===== config.mk =====
export PLATFORM = sky130hd
export DESIGN_NAME = neuron_event_dispatch
export DESIGN_NICKNAME = d
export VERILOG_FILES = /design/src/rtl/neuron_event_dispatch.sv
export SDC_FILE = /design/constraint.sdc
export NUM_CORES = 1
export LEC_CHECK = 0
export CORE_MARGIN = 5
export CORE_UTILIZATION = 45
export CTS_CLUSTER_DIAMETER = 30
export CTS_CLUSTER_SIZE = 12
export DETAILED_ROUTE_END_ITERATION = 7
export MAX_ROUTING_LAYER = met4
export PLACE_DENSITY = 0.71
export SYNTH_ARGS = -nofsm -noshare
export SYNTH_HDL_FRONTEND = slang
export SYNTH_SLANG_ARGS = --single-unit

===== constraint.sdc =====
create_clock -name clk -period 2.7 [get_ports clk]
set_input_delay 0.81 -clock clk [delete_from_list [all_inputs] [get_ports clk]]
set_output_delay 0.81 -clock clk [all_outputs]
set_load 0.02 [all_outputs]

===== src/rtl/neuron_event_dispatch.sv =====
// Event dispatcher: queues upstream spike events and feeds them to one of four
// neuron engines, draining the queue to the old engine before a mode switch.
module neuron_event_dispatch #(
    parameter int FIFO_DEPTH = 4
) (
    input  logic       clk,
    input  logic       rst_n,
    input  logic       in_valid,
    input  logic [7:0] in_data,
    output logic       in_ready,
    input  logic [1:0] mode_req,
    input  logic       mode_req_valid,
    output logic [3:0] eng_valid,
    output logic [7:0] eng_data,
    input  logic [3:0] eng_ready,
    input  logic [3:0] eng_idle,
    output logic [1:0] active_mode,
    output logic       switching,
    output logic [7:0] evt_count
);

    localparam int PW = $clog2(FIFO_DEPTH);
    localparam logic [PW-1:0] PTR_ONE   = PW'(1);
    localparam logic [PW:0]   CNT_ONE   = (PW + 1)'(1);
    localparam logic [PW:0]   CNT_DEPTH = (PW + 1)'(FIFO_DEPTH);

    typedef enum logic [1:0] {
        ST_RUN,
        ST_DRAIN,
        ST_SWITCH
    } state_t;

    state_t        state_q, state_d;
    logic [PW-1:0] wr_ptr_q, wr_ptr_d;
    logic [PW-1:0] rd_ptr_q, rd_ptr_d;
    logic [PW:0]   count_q, count_d;
    logic [1:0]    active_mode_q, active_mode_d;
    logic [1:0]    pending_mode_q, pending_mode_d;
    logic [7:0]    evt_count_q, evt_count_d;
    logic [7:0]    mem_q [FIFO_DEPTH];

    logic fifo_full;
    logic fifo_empty;
    logic head_valid;
    logic push;
    logic pop;

    assign fifo_full  = (count_q == CNT_DEPTH);
    assign fifo_empty = (count_q == '0);
    assign head_valid = (state_q != ST_SWITCH) && !fifo_empty;

    assign in_ready    = (state_q == ST_RUN) && !fifo_full;
    assign push        = in_valid && in_ready;
    assign eng_valid   = head_valid ? (4'b0001 << active_mode_q) : 4'b0000;
    assign pop         = head_valid && eng_ready[active_mode_q];
    assign eng_data    = mem_q[rd_ptr_q];
    assign active_mode = active_mode_q;
    assign switching   = (state_q != ST_RUN);
    assign evt_count   = evt_count_q;

    always_comb begin
        wr_ptr_d = wr_ptr_q;
        rd_ptr_d = rd_ptr_q;
        count_d  = count_q;
        if (push) begin
            wr_ptr_d = wr_ptr_q + PTR_ONE;
        end
        if (pop) begin
            rd_ptr_d = rd_ptr_q + PTR_ONE;
        end
        case ({push, pop})
            2'b10:   count_d = count_q + CNT_ONE;
            2'b01:   count_d = count_q - CNT_ONE;
            default: count_d = count_q;
        endcase
    end

    always_comb begin
        state_d        = state_q;
        active_mode_d  = active_mode_q;
        pending_mode_d = pending_mode_q;
        evt_count_d    = evt_count_q;
        if (pop && (evt_count_q != 8'hFF)) begin
            evt_count_d = evt_count_q + 8'd1;
        end
        case (state_q)
            ST_RUN: begin
                if (mode_req_valid && (mode_req != active_mode_q)) begin
                    pending_mode_d = mode_req;
                    state_d        = ST_DRAIN;
                end
            end
            ST_DRAIN: begin
                // A request matching the current mode still completes the drain.
                if (mode_req_valid) begin
                    pending_mode_d = mode_req;
                end
                if (fifo_empty && eng_idle[active_mode_q]) begin
                    state_d = ST_SWITCH;
                end
            end
            ST_SWITCH: begin
                active_mode_d = pending_mode_q;
                evt_count_d   = 8'd0;
                state_d       = ST_RUN;
            end
            default: begin
                state_d = ST_RUN;
            end
        endcase
    end

    always_ff @(posedge clk or negedge rst_n) begin
        if (!rst_n) begin
            state_q        <= ST_RUN;
            wr_ptr_q       <= '0;
            rd_ptr_q       <= '0;
            count_q        <= '0;
            active_mode_q  <= 2'd0;
            pending_mode_q <= 2'd0;
            evt_count_q    <= 8'd0;
        end else begin
            state_q        <= state_d;
            wr_ptr_q       <= wr_ptr_d;
            rd_ptr_q       <= rd_ptr_d;
            count_q        <= count_d;
            active_mode_q  <= active_mode_d;
            pending_mode_q <= pending_mode_d;
            evt_count_q    <= evt_count_d;
        end
    end

    // Storage needs no reset: occupancy alone decides what is valid.
    always_ff @(posedge clk) begin
        if (push) begin
            mem_q[wr_ptr_q] <= in_data;
        end
    end

endmodule


==> metrics.log, run 1 <==
[metrics] buffers inserted by post-CTS timing repair: 0
[metrics] number of DRC violations after detailed routing: 0
[metrics] number of detailed-routing iterations run before antenna repair: 4
[metrics] arrival time of data at the critical path endpoint: 1.77 ns
[metrics] number of H-tree branching levels: 2
[metrics] starting DRC count in detailed routing: 103
[metrics] Total Power Consumption: 0.00322 W
[metrics] final wirelength: 4480 um
[metrics] vias in the first global route: 1578
[metrics] Final Max Slew Viols: 0
[metrics] Final setup viols: 0
[metrics] clock network fraction of total power: 0.159
[metrics] LEAKAGE: 1.20 nW
[metrics] Data required, critical path: 1.89 ns
[metrics] part of the total power dissipated in sequential elements: 0.387
[metrics] Avg Vias per Cell: 5.15
[metrics] Net Sw Frac: 0.365
[metrics] kind of capture point of the worst setup path: primary output
[metrics] Final #Nets: 245
[metrics] FF+latch count, synth: 53
[metrics] Hold Fails Final Rpt: 0
[metrics] routed vias: 1478
[metrics] cell count after synthesis: 162
[metrics] top achievable clock speed: 0.388 GHz
[metrics] setup repair after global routing missed its margin: no
[metrics] DIE WIDTH: 83.3 um
[metrics] effective utilization at floorplan: 0.467
[metrics] Placer Congestion: 0.817
[metrics] antenna cells: 0
[metrics] synthesized area: 2420 um^2
[metrics] placeable core region: 5170 um^2
[metrics] residual antenna-violating net count after detailed routing: 0
[metrics] global-route wire length before repair: 7570 um
[metrics] share of final-layout standard cells stronger than drive strength 1: 0.147
[metrics] clock root buffer master: clkbuf_8
[metrics] number of buffers inserted during clock tree synthesis: 5
[metrics] fillers: 411
[metrics] count of input and output buffers: 45
[metrics] clock network latency to the later pin of the worst-skew pair: 0.30 ns
[metrics] yosys synthesis warning count: 0
[metrics] Post-Synthesis Mean Instance Area: 14.9 um^2
[metrics] Max-Slew Margin vs Limit: 0.646
[metrics] chip height: 83.3 um
[metrics] clk_skew: 0.0118 ns
[metrics] total of max-cap violations: 0
[metrics] PD cells: 1050 nW/um^2
[metrics] largest driver fanout on the critical path: 4
[metrics] Total Die Area: 6930 um^2
[metrics] number of cell rows: 26
[metrics] switching power of the nets: 0.00118 W
[metrics] number of distinct standard cells referenced by the synthesized netlist: 39
[metrics] path class of the lowest-slack min-delay path: flip-flop to flip-flop
[metrics] io pins: 46
[metrics] area growth from synthesis to layout: 26.9%
[metrics] Post-Synthesis Net Count: 191
[metrics] DPL Wire Length: 3360 um
[metrics] maximum resistive drop on vdd: 0.547 mV
[metrics] grt ovf: 0
[metrics] maximum clock path buffer count: 2
[metrics] Num Clock Sinks: 53
[metrics] kind of launch point of the worst setup path: flip-flop
[metrics] total negative slack: 0 ns
[metrics] proportion of synthesized chip area in sequential cells: 0.615
[metrics] maximum number of pins on one net before global-route repair: 22
[metrics] Crit Path Class: flip-flop to primary output
[metrics] Final Util: 0.593
[metrics] period utilisation layout: 0.955
[metrics] overall fraction of global-route tracks in use: 0.142
[metrics] Internal Power: 0.00205 W
[metrics] final period demand of the worst path: 2.58 ns
[metrics] CTS tree: done
[metrics] slew of the pin with the lowest slew margin: 0.530 ns
[metrics] status: completed
[metrics] Routed wire per std cell: 15.6 um
[metrics] hold buffer count at cts: 0
[metrics] Logic pwr share: 0.455
[metrics] initial antenna violation count: 0
[metrics] Clock Pin Slew Worst Setup and Hold Paths: 0.09 ns
cell usage after synthesis, drive strengths merged:
library cell / count / area share
nand2b: 2 / 0.0052
a221o: 4 / 0.017
edfxtp: 32 / 0.40
nor3b: 3 / 0.0093
xor2: 2 / 0.0073
mux4: 10 / 0.095
nand4: 1 / 0.0026
xnor2: 7 / 0.025
o21ai: 3 / 0.0062
or3: 2 / 0.0052
and3: 5 / 0.013
a31oi: 1 / 0.0052
nand2: 13 / 0.020
ha: 6 / 0.031
a21oi: 4 / 0.013
inv: 7 / 0.012
o21a: 1 / 0.0031
nor2: 4 / 0.0093
dfrtp: 21 / 0.22
fa: 1 / 0.0083
and4: 1 / 0.0041
mux2i: 3 / 0.012
or2: 2 / 0.0052
nor4: 1 / 0.0026
nand3b: 1 / 0.0031
nor2b: 2 / 0.0052
nor3: 4 / 0.0083
and2: 4 / 0.010
nand3: 7 / 0.020
mux2: 3 / 0.014
buf: 5 / 0.012
power groups by stage:
stage,clock (W),sequential [W],combinational [W]
after detailed placement,0,0.00126,0.00156
after global routing,0.000571,0.00128,0.00160
final,0.000512,0.00125,0.00147
after global placement,0,0.00124,0.00151
after floorplan,0,0.00124,0.000974
after CTS,0.000522,0.00125,0.00149
stage by stage:
step / instance area, um^2 / hold slack, ns / setup WS [ns] / cells
2_1_floorplan: 2420 / 0.433 / 0.310 / 162
3_3_place_gp: 2980 / 0.445 / -0.0126 / 279
3_5_place_dp: 2980 / 0.449 / -0.0733 / 279
4_1_cts: 3070 / 0.471 / 0.114 / 287
5_1_grt: 3070 / 0.498 / 0.0453 / 287
6_report: 3070 / 0.475 / 0.123 / 287
layout make-up:
| type | instances | area [um^2] | area share |
|---|---|---|---|
| flip-flops and latches | 53 | 1490 | 0.485 |
| repair buffers | 52 | 487 | 0.159 |
| inverters | 7 | 28.8 | 0.00938 |
| multi-input cells | 97 | 871 | 0.284 |
| clock inverters | 2 | 33.8 | 0.0110 |
| well taps | 70 | 87.6 | 0.0286 |
| clock buffers | 6 | 72.6 | 0.0237 |
logic make-up after synthesis:
group	count (synthesis)	synth area share
flip-flops	53	0.615
AND/OR/NAND/NOR	52	0.123
multiplexers	16	0.121
AO/OA/AOI/OAI	13	0.0440
buffers and inverters	12	0.0243
XOR/XNOR	9	0.0326
adder cells (fa/ha/maj)	7	0.0394
per-layer routing:
metal  track usage  vias up  wire length (um)
li1              -      709                 -
met1         0.171      736              1920
met2         0.229       26              2330
met3        0.0376        7               137
met4        0.0535        0                88
met5             -        -                 0
placed cells by master, fill, tap and decap left out, types with 2 or more instances in the layout:
master,n
buf_4,7
nor2b_1,2
nand2b_1,2
edfxtp_1,32
clkbuf_8,5
and2_1,4
mux2i_1,3
nor3_1,4
xor2_1,2
dlygate4sd2_1,13
clkdlybuf4s50_1,32
and3_1,5
nand3_1,6
ha_1,6
xnor2_1,7
or3_1,2
a221o_1,4
inv_1,6
mux2_2,2
nor3b_1,3
nand2_1,13
dfrtp_1,21
o21ai_0,3
or2_2,2
mux4_2,9
a21oi_1,3
nor2_1,3
path summary, 6_finish.rpt:
| path | start | to | slack [ns] | cells after the start |
|---|---|---|---|---|
| max in group asynchronous | rst_n | rd_ptr_q[1]$_DFFE_PN0P_ | 1.62 | 2 |
| hold / removal | pending_mode_q[0]$_DFFE_PN0P_ | active_mode[0]$_DFFE_PN0N_ | 0.47 | 2 |
| setup reg to reg | state_q[0]$_DFFE_PN0P_ | count_q[2]$_DFFE_PN0P_ | 0.38 | 10 |
| setup / recovery | count_q[0]$_DFFE_PN0P_ | eng_valid[3] | 0.12 | 3 |
| hold reg to reg | pending_mode_q[0]$_DFFE_PN0P_ | active_mode[0]$_DFFE_PN0N_ | 0.47 | 2 |
| min in group asynchronous | rst_n | evt_count[4]$_DFFE_PN0P_ | 0.85 | 2 |
timing repair:
| item | 4_1_cts | 5_1_grt |
|---|---|---|
| endpoints found under the hold margin | 0 | 0 |
| endpoints found under the setup margin | 13 | 0 |
| gates resized for setup | 13 | 0 |
worst max-delay path, stage by stage (launching register included):
cell           delay (ns)
dfrtp_1              0.41
or3_1                0.46
and4_2               0.27
dlygate4sd2_1        0.32
sequential cells by signal (all words and copies together) (netlist names):
name / count
mem_q: 32
active_mode: 2
rd_ptr_q: 2
state_q: 2
evt_count: 8
pending_mode_q: 2
wr_ptr_q: 2
count_q: 3
Power figures use the tool's default switching activity.
==> inputs of run 2 (changes only) <==
- REMOVE_ABC_BUFFERS: default -> 1
==> run 2 against run 1 <==
Clock skew is 0.0012 ns lower. Sequential share of layout area is 0.16 points lower. Clock power is 8.2% higher. Global-route usage is 0.17 points higher. Sequential cell count stayed put. Via count is 2.5% higher. Final area is 0.33% higher. Routed wire length is 3.2% higher. Largest power group unchanged.
==> metrics.log, run 2 (synthesized netlist as in run 1, its figures left out) <==
[metrics] register bank with the most flops: mem_q
[metrics] DP Area: 2980 um^2
[metrics] maximum number of pins on one net before global-route repair: 22
[metrics] antenna cells: 0
[metrics] arrival time of data at the critical path endpoint: 1.77 ns
[metrics] Final Max Slew Viols: 0
[metrics] status: completed
[metrics] Num Clock Sinks: 53
[metrics] placeable core region: 5170 um^2
[metrics] maximum resistive drop on vdd: 0.540 mV
[metrics] hold buffer count at cts: 0
[metrics] ordered cell list for the critical path: or3_1 > and4_2 > dlygate4sd2_1
[metrics] max FFs per register: 32
[metrics] count of input and output buffers: 45
[metrics] final std cell area, no fill: 3080 um^2
[metrics] number of cell rows: 26
[metrics] clock network latency to the later pin of the worst-skew pair: 0.31 ns
[metrics] total of max-cap violations: 0
[metrics] Avg Vias per Cell: 5.28
[metrics] LEAKAGE: 1.20 nW
[metrics] starting DRC count in detailed routing: 71
[metrics] Max-Slew Margin vs Limit: 0.609
[metrics] PD cells: 1060 nW/um^2
[metrics] chip height: 83.3 um
[metrics] initial antenna violation count: 0
[metrics] number of H-tree branching levels: 2
[metrics] number of placed instances with taps included: 279
[metrics] kind of capture point of the worst setup path: primary output
[metrics] critical path's slowest cell: or3_1
[metrics] Hold Fails Final Rpt: 0
[metrics] final period demand of the worst path: 2.58 ns
[metrics] number of DRC violations after detailed routing: 0
[metrics] area growth from synthesis to layout: 27.3%
[metrics] Final #Nets: 245
[metrics] DIE WIDTH: 83.3 um
[metrics] effective utilization at floorplan: 0.467
[metrics] share of final-layout standard cells stronger than drive strength 1: 0.157
[metrics] CP max stage delay: 0.45 ns
[metrics] Total Die Area: 6930 um^2
[metrics] Worst Hold Launch: pending_mode_q[0]$_DFFE_PN0P_
[metrics] start point of the critical path: count_q[0]$_DFFE_PN0P_
[metrics] overall fraction of global-route tracks in use: 0.144
[metrics] path class of the lowest-slack min-delay path: flip-flop to flip-flop
[metrics] global-route wire length before repair: 7810 um
[metrics] maximum clock path buffer count: 2
[metrics] number of detailed-routing iterations run before antenna repair: 4
[metrics] io pins: 46
[metrics] final wirelength: 4620 um
[metrics] period utilisation layout: 0.955
[metrics] largest driver fanout on the critical path: 4
[metrics] Clock Pin Slew Worst Setup and Hold Paths: 0.10 ns
[metrics] fin cells: 287
[metrics] grt ovf: 0
[metrics] slew of the pin with the lowest slew margin: 0.586 ns
[metrics] CTS tree: done
[metrics] clock root buffer master: clkbuf_8
[metrics] number of buffers inserted during clock tree synthesis: 5
[metrics] kind of launch point of the worst setup path: flip-flop
[metrics] category of cells accounting for the largest share of critical-path delay: simple AND/OR/NAND/NOR gates
[metrics] fillers: 404
[metrics] Crit Path Class: flip-flop to primary output
[metrics] vias in the first global route: 1589
[metrics] residual antenna-violating net count after detailed routing: 0
[metrics] Routed wire per std cell: 16.1 um
[metrics] buffers inserted by post-CTS timing repair: 0
[metrics] Placer Congestion: 0.812
[metrics] Data required, critical path: 1.89 ns
[metrics] top achievable clock speed: 0.388 GHz
[metrics] commonest cells after routing, fill and taps aside: clkdlybuf4s50_1 (32), edfxtp_1 (32), dfrtp_1 (21)
[metrics] sum of buffers and inverters on the critical path: 1
[metrics] routed vias: 1515
[metrics] setup repair after global routing missed its margin: no
[metrics] launch point of the worst reg-to-reg path: state_q[0]$_DFFE_PN0P_
[metrics] Final setup viols: 0
[metrics] clk_skew: 0.0106 ns
[metrics] DPL Wire Length: 3480 um
[metrics] total negative slack: 0 ns
run 2: changes by cell type in the layout (fill, tap and decap cells not counted):
cell      previous run  this run
clkinv_1             1         0
clkbuf_1             1         0
inv_6                0         2
run 2: timing repair:
| action | CTS | global route |
|---|---|---|
| gates resized for setup | 13 | 0 |
| endpoints found under the hold margin | 0 | 0 |
| endpoints found under the setup margin | 13 | 0 |
run 2: power breakdown:
group          internal, W  leakage, nW  total, W  switching [W]
clock network     0.000283       0.0591  0.000554       0.000270
logic             0.000717        0.599   0.00147       0.000750
registers          0.00106        0.547   0.00125       0.000189
total              0.00206         1.20   0.00327        0.00121
run 2: layer usage:
layer / global-route usage / share of wire
met5: - / 0
met4: 0.0357 / 0.0097
met3: 0.0356 / 0.029
met2: 0.251 / 0.55
met1: 0.165 / 0.41
run 2: worst reg2reg max path, cell delays in order, from the launching register on:
cell and delay [ns]:
dfrtp_1 0.44, or2_2 0.34, a31oi_2 0.29, and2_1 0.25, inv_1 0.07, ha_1 0.21, inv_1 0.07, fa_1 0.17
xor2_1 0.15, nor2_1 0.06, xor2_1 0.14
run 2: cell type report:
class | instances | area, um^2 | share of cell area
clock inverters | 3 | 47.5 | 0.0155
well taps | 70 | 87.6 | 0.0285
multi-input cells | 97 | 871 | 0.283
inverters | 7 | 28.8 | 0.00935
repair buffers | 52 | 487 | 0.158
clock buffers | 5 | 68.8 | 0.0224
flip-flops and latches | 53 | 1490 | 0.483
run 2: final timing paths:
kind	end	slack, ns	depth (start not counted)
max	eng_valid[3]	0.12	3
min	active_mode[0]$_DFFE_PN0N_	0.48	2
max reg2reg	count_q[2]$_DFFE_PN0P_	0.41	10
min reg2reg	active_mode[0]$_DFFE_PN0N_	0.48	2
max in group asynchronous	evt_count[1]$_DFFE_PN0P_	1.64	2
min in group asynchronous	count_q[2]$_DFFE_PN0P_	0.84	2
run 2: stage by stage:
stage	utilization	total power (W)	hold slack [ns]	setup slack (ns)
after global placement	0.575	0.00275	0.445	-0.0101
after detailed placement	0.575	0.00283	0.461	-0.0596
after global routing	0.595	0.00347	0.515	0.0474
final	0.595	0.00327	0.479	0.122
after floorplan	-	0.00218	0.433	0.310
after CTS	0.595	0.00330	0.484	0.119
